===== src/rtl/digital_clock_cfg.sv =====
// BCD HH:MM:SS timekeeper with 12/24-hour display, set mode, minute alarm and a
// multiplexed common-anode 7-segment driver; the 1 Hz tick is an enable, not a clock.
module digital_clock_cfg #(
    parameter int unsigned CLK_HZ = 100_000_000,
    parameter int unsigned SCAN_N = 18,
    parameter int unsigned BLINK  = 1
) (
    input  logic       clock,
    input  logic       reset_n,
    input  logic       mode_12h,
    input  logic       set_en,
    input  logic       inc_hour,
    input  logic       inc_min,
    input  logic [4:0] alarm_hh,
    input  logic [5:0] alarm_mm,
    input  logic       alarm_on,
    output logic [6:0] seg,
    output logic       dp,
    output logic [7:0] an,
    output logic       pm,
    output logic       tick,
    output logic       alarm
);

    localparam int unsigned PW = (CLK_HZ > 2) ? $clog2(CLK_HZ) : 1;
    localparam logic [PW-1:0] PRESC_MAX  = PW'(CLK_HZ - 1);
    localparam logic [PW-1:0] PRESC_HALF = PW'(CLK_HZ / 2);
    localparam logic [PW-1:0] PRESC_ONE  = PW'(1);
    localparam logic [SCAN_N-1:0] SCAN_ONE = SCAN_N'(1);
    localparam logic [3:0] BLANK = 4'hF;

    typedef enum logic [0:0] {StRun, StSet} state_e;

    state_e            r_state, w_state_nxt;
    logic [PW-1:0]     r_presc, w_presc_nxt;
    logic [SCAN_N-1:0] r_scan;
    logic              r_tick, w_tick_nxt;
    logic              r_alarm, w_alarm_nxt;
    logic [3:0]        r_sec_l, r_sec_m, r_min_l, r_min_m, r_hr_l, r_hr_m;
    logic [3:0]        w_sec_l_nxt, w_sec_m_nxt, w_min_l_nxt, w_min_m_nxt;
    logic [3:0]        w_hr_l_nxt, w_hr_m_nxt;

    logic              w_run, w_in_set, w_adv;
    logic              w_sec_wrap, w_min_wrap, w_hr_wrap, w_inc_m, w_inc_h;
    logic [4:0]        w_hr_bin_nxt;
    logic [5:0]        w_min_bin_nxt;

    logic [4:0]        w_hr_bin, w_hr12;
    logic [3:0]        w_dig_hm, w_dig_hl, w_digit;
    logic [2:0]        w_slot;
    logic              w_colon;

    // Counting happens only in RUN with set_en low; any SET request freezes and clears.
    assign w_run    = (r_state == StRun) && !set_en;
    assign w_in_set = (r_state == StSet);
    assign w_adv    = r_tick && w_run;

    always_comb begin
        w_state_nxt = r_state;
        case (r_state)
            StRun:   if (set_en)  w_state_nxt = StSet;
            StSet:   if (!set_en) w_state_nxt = StRun;
            default: w_state_nxt = StRun;
        endcase
        w_presc_nxt = '0;
        w_tick_nxt  = 1'b0;
        if (w_run) begin
            w_presc_nxt = (r_presc == PRESC_MAX) ? '0 : r_presc + PRESC_ONE;
            w_tick_nxt  = (r_presc == PRESC_MAX);
        end
    end

    always_comb begin
        w_sec_l_nxt = r_sec_l;
        w_sec_m_nxt = r_sec_m;
        w_min_l_nxt = r_min_l;
        w_min_m_nxt = r_min_m;
        w_hr_l_nxt  = r_hr_l;
        w_hr_m_nxt  = r_hr_m;
        w_sec_wrap  = (r_sec_l == 4'd9) && (r_sec_m == 4'd5);
        w_min_wrap  = (r_min_l == 4'd9) && (r_min_m == 4'd5);
        w_hr_wrap   = (r_hr_l == 4'd3) && (r_hr_m == 4'd2);
        w_inc_m     = (w_adv && w_sec_wrap) || (w_in_set && inc_min);
        w_inc_h     = (w_adv && w_sec_wrap && w_min_wrap) || (w_in_set && inc_hour);

        if (!w_run) begin
            w_sec_l_nxt = 4'd0;
            w_sec_m_nxt = 4'd0;
        end else if (w_adv) begin
            if (r_sec_l == 4'd9) begin
                w_sec_l_nxt = 4'd0;
                w_sec_m_nxt = (r_sec_m == 4'd5) ? 4'd0 : r_sec_m + 4'd1;
            end else begin
                w_sec_l_nxt = r_sec_l + 4'd1;
            end
        end

        if (w_inc_m) begin
            if (r_min_l == 4'd9) begin
                w_min_l_nxt = 4'd0;
                w_min_m_nxt = (r_min_m == 4'd5) ? 4'd0 : r_min_m + 4'd1;
            end else begin
                w_min_l_nxt = r_min_l + 4'd1;
            end
        end

        if (w_inc_h) begin
            if (w_hr_wrap) begin
                w_hr_l_nxt = 4'd0;
                w_hr_m_nxt = 4'd0;
            end else if (r_hr_l == 4'd9) begin
                w_hr_l_nxt = 4'd0;
                w_hr_m_nxt = r_hr_m + 4'd1;
            end else begin
                w_hr_l_nxt = r_hr_l + 4'd1;
            end
        end

        // Alarm compares in binary so out-of-range alarm settings can never match.
        w_hr_bin_nxt  = 5'(w_hr_m_nxt) * 5'd10 + 5'(w_hr_l_nxt);
        w_min_bin_nxt = 6'(w_min_m_nxt) * 6'd10 + 6'(w_min_l_nxt);
        w_alarm_nxt   = w_adv && alarm_on && (w_sec_l_nxt == 4'd0) && (w_sec_m_nxt == 4'd0) &&
                        (w_hr_bin_nxt == alarm_hh) && (w_min_bin_nxt == alarm_mm);
    end

    always_ff @(posedge clock or negedge reset_n) begin
        if (!reset_n) begin
            r_state <= StRun;
            r_presc <= '0;
            r_scan  <= '0;
            r_tick  <= 1'b0;
            r_alarm <= 1'b0;
            r_sec_l <= 4'd0;
            r_sec_m <= 4'd0;
            r_min_l <= 4'd0;
            r_min_m <= 4'd0;
            r_hr_l  <= 4'd0;
            r_hr_m  <= 4'd0;
        end else begin
            r_state <= w_state_nxt;
            r_presc <= w_presc_nxt;
            r_scan  <= r_scan + SCAN_ONE;
            r_tick  <= w_tick_nxt;
            r_alarm <= w_alarm_nxt;
            r_sec_l <= w_sec_l_nxt;
            r_sec_m <= w_sec_m_nxt;
            r_min_l <= w_min_l_nxt;
            r_min_m <= w_min_m_nxt;
            r_hr_l  <= w_hr_l_nxt;
            r_hr_m  <= w_hr_m_nxt;
        end
    end

    always_comb begin
        w_hr_bin = 5'(r_hr_m) * 5'd10 + 5'(r_hr_l);
        if (w_hr_bin == 5'd0) begin
            w_hr12 = 5'd12;
        end else if (w_hr_bin > 5'd12) begin
            w_hr12 = w_hr_bin - 5'd12;
        end else begin
            w_hr12 = w_hr_bin;
        end
        if (mode_12h) begin
            w_dig_hm = (w_hr12 >= 5'd10) ? 4'd1 : BLANK;
            w_dig_hl = (w_hr12 >= 5'd10) ? 4'(w_hr12 - 5'd10) : w_hr12[3:0];
        end else begin
            w_dig_hm = r_hr_m;
            w_dig_hl = r_hr_l;
        end
    end

    assign w_slot  = r_scan[SCAN_N-1 -: 3];
    assign w_colon = (BLINK == 0) || (r_presc < PRESC_HALF) || (r_state == StSet);

    always_comb begin
        w_digit = BLANK;
        an      = 8'hFF;
        dp      = 1'b1;
        case (w_slot)
            3'd0: begin w_digit = r_sec_l;  an = 8'b1111_1110; end
            3'd1: begin w_digit = r_sec_m;  an = 8'b1111_1101; end
            3'd2: begin w_digit = r_min_l;  an = 8'b1111_1011; dp = !w_colon; end
            3'd3: begin w_digit = r_min_m;  an = 8'b1111_0111; end
            3'd4: begin w_digit = w_dig_hl; an = 8'b1110_1111; dp = !w_colon; end
            3'd5: begin w_digit = w_dig_hm; an = 8'b1101_1111; end
            default: begin w_digit = BLANK; an = 8'hFF; end
        endcase
    end

    always_comb begin
        case (w_digit)
            4'd0:    seg = 7'b1000000;
            4'd1:    seg = 7'b1111001;
            4'd2:    seg = 7'b0100100;
            4'd3:    seg = 7'b0110000;
            4'd4:    seg = 7'b0011001;
            4'd5:    seg = 7'b0010010;
            4'd6:    seg = 7'b0000010;
            4'd7:    seg = 7'b1111000;
            4'd8:    seg = 7'b0000000;
            4'd9:    seg = 7'b0010000;
            default: seg = 7'h7F;
        endcase
    end

    assign pm    = (w_hr_bin >= 5'd12);
    assign tick  = r_tick;
    assign alarm = r_alarm;

endmodule


===== config.mk =====
export PLATFORM = sky130hd
export DESIGN_NAME = digital_clock_cfg
export DESIGN_NICKNAME = d
export VERILOG_FILES = /design/src/rtl/digital_clock_cfg.sv
export SDC_FILE = /design/constraint.sdc
export NUM_CORES = 1
export LEC_CHECK = 0
export CAP_MARGIN = 15
export CORE_ASPECT_RATIO = 0.8
export CORE_MARGIN = 2
export CORE_UTILIZATION = 60
export CTS_CLUSTER_DIAMETER = 30
export DETAILED_ROUTE_END_ITERATION = 16
export GPL_TIMING_DRIVEN = 0
export MAX_ROUTING_LAYER = met4
export PLACE_DENSITY_LB_ADDON = 0.3
export RECOVER_POWER = 50
export SLEW_MARGIN = 10
export SYNTH_ARGS = -nofsm -noshare
export SYNTH_HDL_FRONTEND = slang
export SYNTH_SLANG_ARGS = --single-unit

===== constraint.sdc =====
create_clock -name clock -period 14.25 [get_ports clock]
set_input_delay 4.275 -clock clock [delete_from_list [all_inputs] [get_ports clock]]
set_output_delay 4.275 -clock clock [all_outputs]
set_load 0.01 [all_outputs]

==> key figures <==
Run status
  – Outcome: complete, but fails checks
  – Failing checks: capacitance limit, slew limit

Finish
  – Final instance area: approximately 5600 µm²
  – FILL cells: about 600
  – Commonest non-fill, non-tap cells in the layout: dfrtp_1, nor2_1, nand2_1
  – Most common cell after layout, fill and taps aside: dfrtp_1
  – Nets@finish: around 630
  – Layout overhead on the synthesized area: 14.4%
  – Layout cells sized above 1: 0.0644
  – Reg area: 1800 µm²
  – Multi-input logic area: between 2000 and 3000 µm²
  – Diode count: 0

Timing
  – Period minus WS final: ~11000 ps
  – Tcrit/Tclk final: 0.804
  – RSZ-0062 raised after global routing: false
  – Worst slew pin tran: 2990 ps
  – Post-route clock skew: about 13 ps
  – Setup tns final: 0 ps
  – Max Fclk: around 0.087 GHz
  – # setup viols final: 0
  – Fin. Hold Viols: 0
  – Max-slew violations: 58
  – Setup ws final: 2800 ps
  – Worst rel slew slack: -0.990

Floorplanning
  – # IOs: 37
  – Initial Utilization: 0.618
  – # rows: 29
  – Die Width: 105 µm
  – Die Height: 84.7 µm
  – Die area: just under 9000 µm²
  – Core Footprint: 7910 µm²

Worst setup path
  – Path type of the worst setup path: in2out
  – Largest fanout on the critical path: 8
  – CP startpoint: mode_12h
  – Req. time, crit path: 9970 ps
  – Worst r2r src: r_min_m[1]$_DFF_PN0_
  – Crit path DAT: about 7200 ps
  – Setup crit end kind: output port
  – Nature of the critical path startpoint: input pin

Power and ir drop
  – LEAKAGE: ~0.0024 µW
  – Peak VDD IR: 0.233 mV
  – PD cells: 182 nW/µm²

CTS
  – CTS tree: done
  – TritonCTS Sinks: 72
  – Clock Tree Root: clkbuf_8
  – H-Tree Depth: 3
  – Clock slew at reported path FFs: approximately 70 ps
  – Postcts setup bufs: 0
  – Clock Path Buffers: 2
  – CTS resizes: 0
  – CTS Buf Count: 9
  – Worst-Skew Late Latency: about 350 ps
  – Post-CTS Hold Buffers: 0

Synth
  – Mapped Area: 4880 µm²
  – Post-Syn Instances: around 540
  – Leading post-synthesis cells by cell area: dfrtp_1, xnor2_1, ha_1, xor2_1, nor2_1
  – Synth Register Bits: 72
  – Post-synth cell types: 67
  – Main synth FF type: dfrtp_1
  – Post-synth EDFFs: 0
  – Sequential area share after synthesis: 0.369
  – Share of the synthesized area in the top cell type: 0.369
  – Syn Area/Cell: a little over 9 µm²
  – Warnings from Yosys: 0
  – Ys async rst share: 1.00
  – Largest area contributor in the netlist: dfrtp_1

Place
  – Placement Cell Area: between 5000 and 6000 µm²
  – Pre-CTS setup slack: between 2000 and 3000 ps
  – RD Place Congestion: about 0.91
  – PortBufs: 34
  – Post-DP HPWL: 7730 µm

Routing
  – DR vias: 4048
  – Routed WL: 10400 µm
  – Vias per inst: 5.80
  – Antenna-violating nets left: 0
  – 1st-iter DRT viols: ~230
  – Pre-antenna DRT Iters: 5
  – Post-route DRC: 0
  – Routed len/inst: about 15 µm

Min path
  – HP Class: reg2reg
  – Min-Delay Startpoint: r_scan[5]$_DFF_PN0_

Global route
  – Global-route wire length before repair: approximately 18000 µm
  – Total GRT Usage: 0.256
  – Initial antenna violation count: 0
  – Largest net degree at the start of global routing: 58
  – Vias in the first global route: slightly below 4k
  – GRT overflow: 0

Run
  – Max-Cap Viols: 1
kinds of logic (layout without fill, tap and decap cells):
kind of cell / Yosys count / in the layout / share of synthesized area
buf+inv: 44 / 96 / 0.0369
xor+xnor: 74 / 74 / 0.139
flops: 72 / 72 / 0.369
other cells: 1 / 2 / 0.000768
simple gates: 223 / 223 / 0.229
fa+ha+maj: 31 / 31 / 0.0840
mux: 10 / 10 / 0.0238
compound gates: 82 / 82 / 0.118
critical path, stage by stage:
cell and delay, ps:
clkdlybuf4s50_1 620, inv_1 100, nor2_1 210, o311ai_0 190
a211oi_1 340, nor3_1 160, and3_1 170, clkbuf_1 160
nor3_1 290, o21ba_1 200, clkdlybuf4s50_1 470
sequential cells by signal (all words and copies together), names as in the netlist:
| register | flops |
|---|---|
| tick | 1 |
| r_min_l | 4 |
| r_state | 1 |
| r_scan | 18 |
| r_min_m | 4 |
| alarm | 1 |
| r_hr_m | 4 |
| r_sec_m | 4 |
| r_hr_l | 4 |
| r_sec_l | 4 |
| r_presc | 27 |
routing by layer:
metal,GRT usage,share of wire,vias up
li1,-,-,1963
met1,0.355,0.46,1925
met2,0.384,0.45,138
met3,0.0528,0.062,22
met4,0.0752,0.019,0
met5,-,0,-
final cells by class:
cell class,count,area share
timing repair buffer,36,0.0614
inverter,28,0.0188
sequential,72,0.322
clock inverter,6,0.0166
clock buffer,10,0.0228
buffer,16,0.0134
multi-input combinational,422,0.520
tap,108,0.0242
final timing paths:
check | end | depth (start not counted) | slack [ps]
min reg2reg | r_scan[5]$_DFF_PN0_ | 1 | 470
max reg2reg | alarm$_DFF_PN0_ | 18 | 10020
max in group asynchronous | r_min_m[2]$_DFF_PN0_ | 2 | 6930
max | seg[5] | 11 | 2800
min in group asynchronous | r_scan[3]$_DFF_PN0_ | 1 | 4010
min | r_scan[5]$_DFF_PN0_ | 1 | 470
cells in the mapped netlist, types with 3 or more instances:
cell      number
nand3_1       30
and3_1        11
nand4_1        8
a311oi_1       3
and4_1         4
a31oi_1        3
nor3b_1        4
mux2_2         3
a21oi_1       21
nor3_1        15
a22o_1         3
or3_1          4
inv_1         28
dfrtp_1       72
nor2_1        63
nor4_1         5
o21ai_0       17
clkbuf_1      13
xor2_1        28
o31ai_1        3
fa_1           3
and2_1         7
nor2b_1        6
a22oi_1        3
ha_1          28
mux2i_1        6
nand2_1       46
nand2b_1       7
xnor2_1       44
metrics by stage:
step                hold WS, ps   util  cells  total power (µW)
floorplan                   437      -    538               704
global placement            453  0.678    680               803
detailed placement          458  0.682    682               833
CTS                         472  0.710    698              1020
global route                509  0.706    698              1100
finish                      474  0.706    698              1020
power breakdown:
| part | internal [µW] | switching, µW |
|---|---|---|
| sequential | 222 | 29.2 |
| combinational | 260 | 325 |
| clock | 99.6 | 80.8 |
Power figures use the tool's default switching activity.
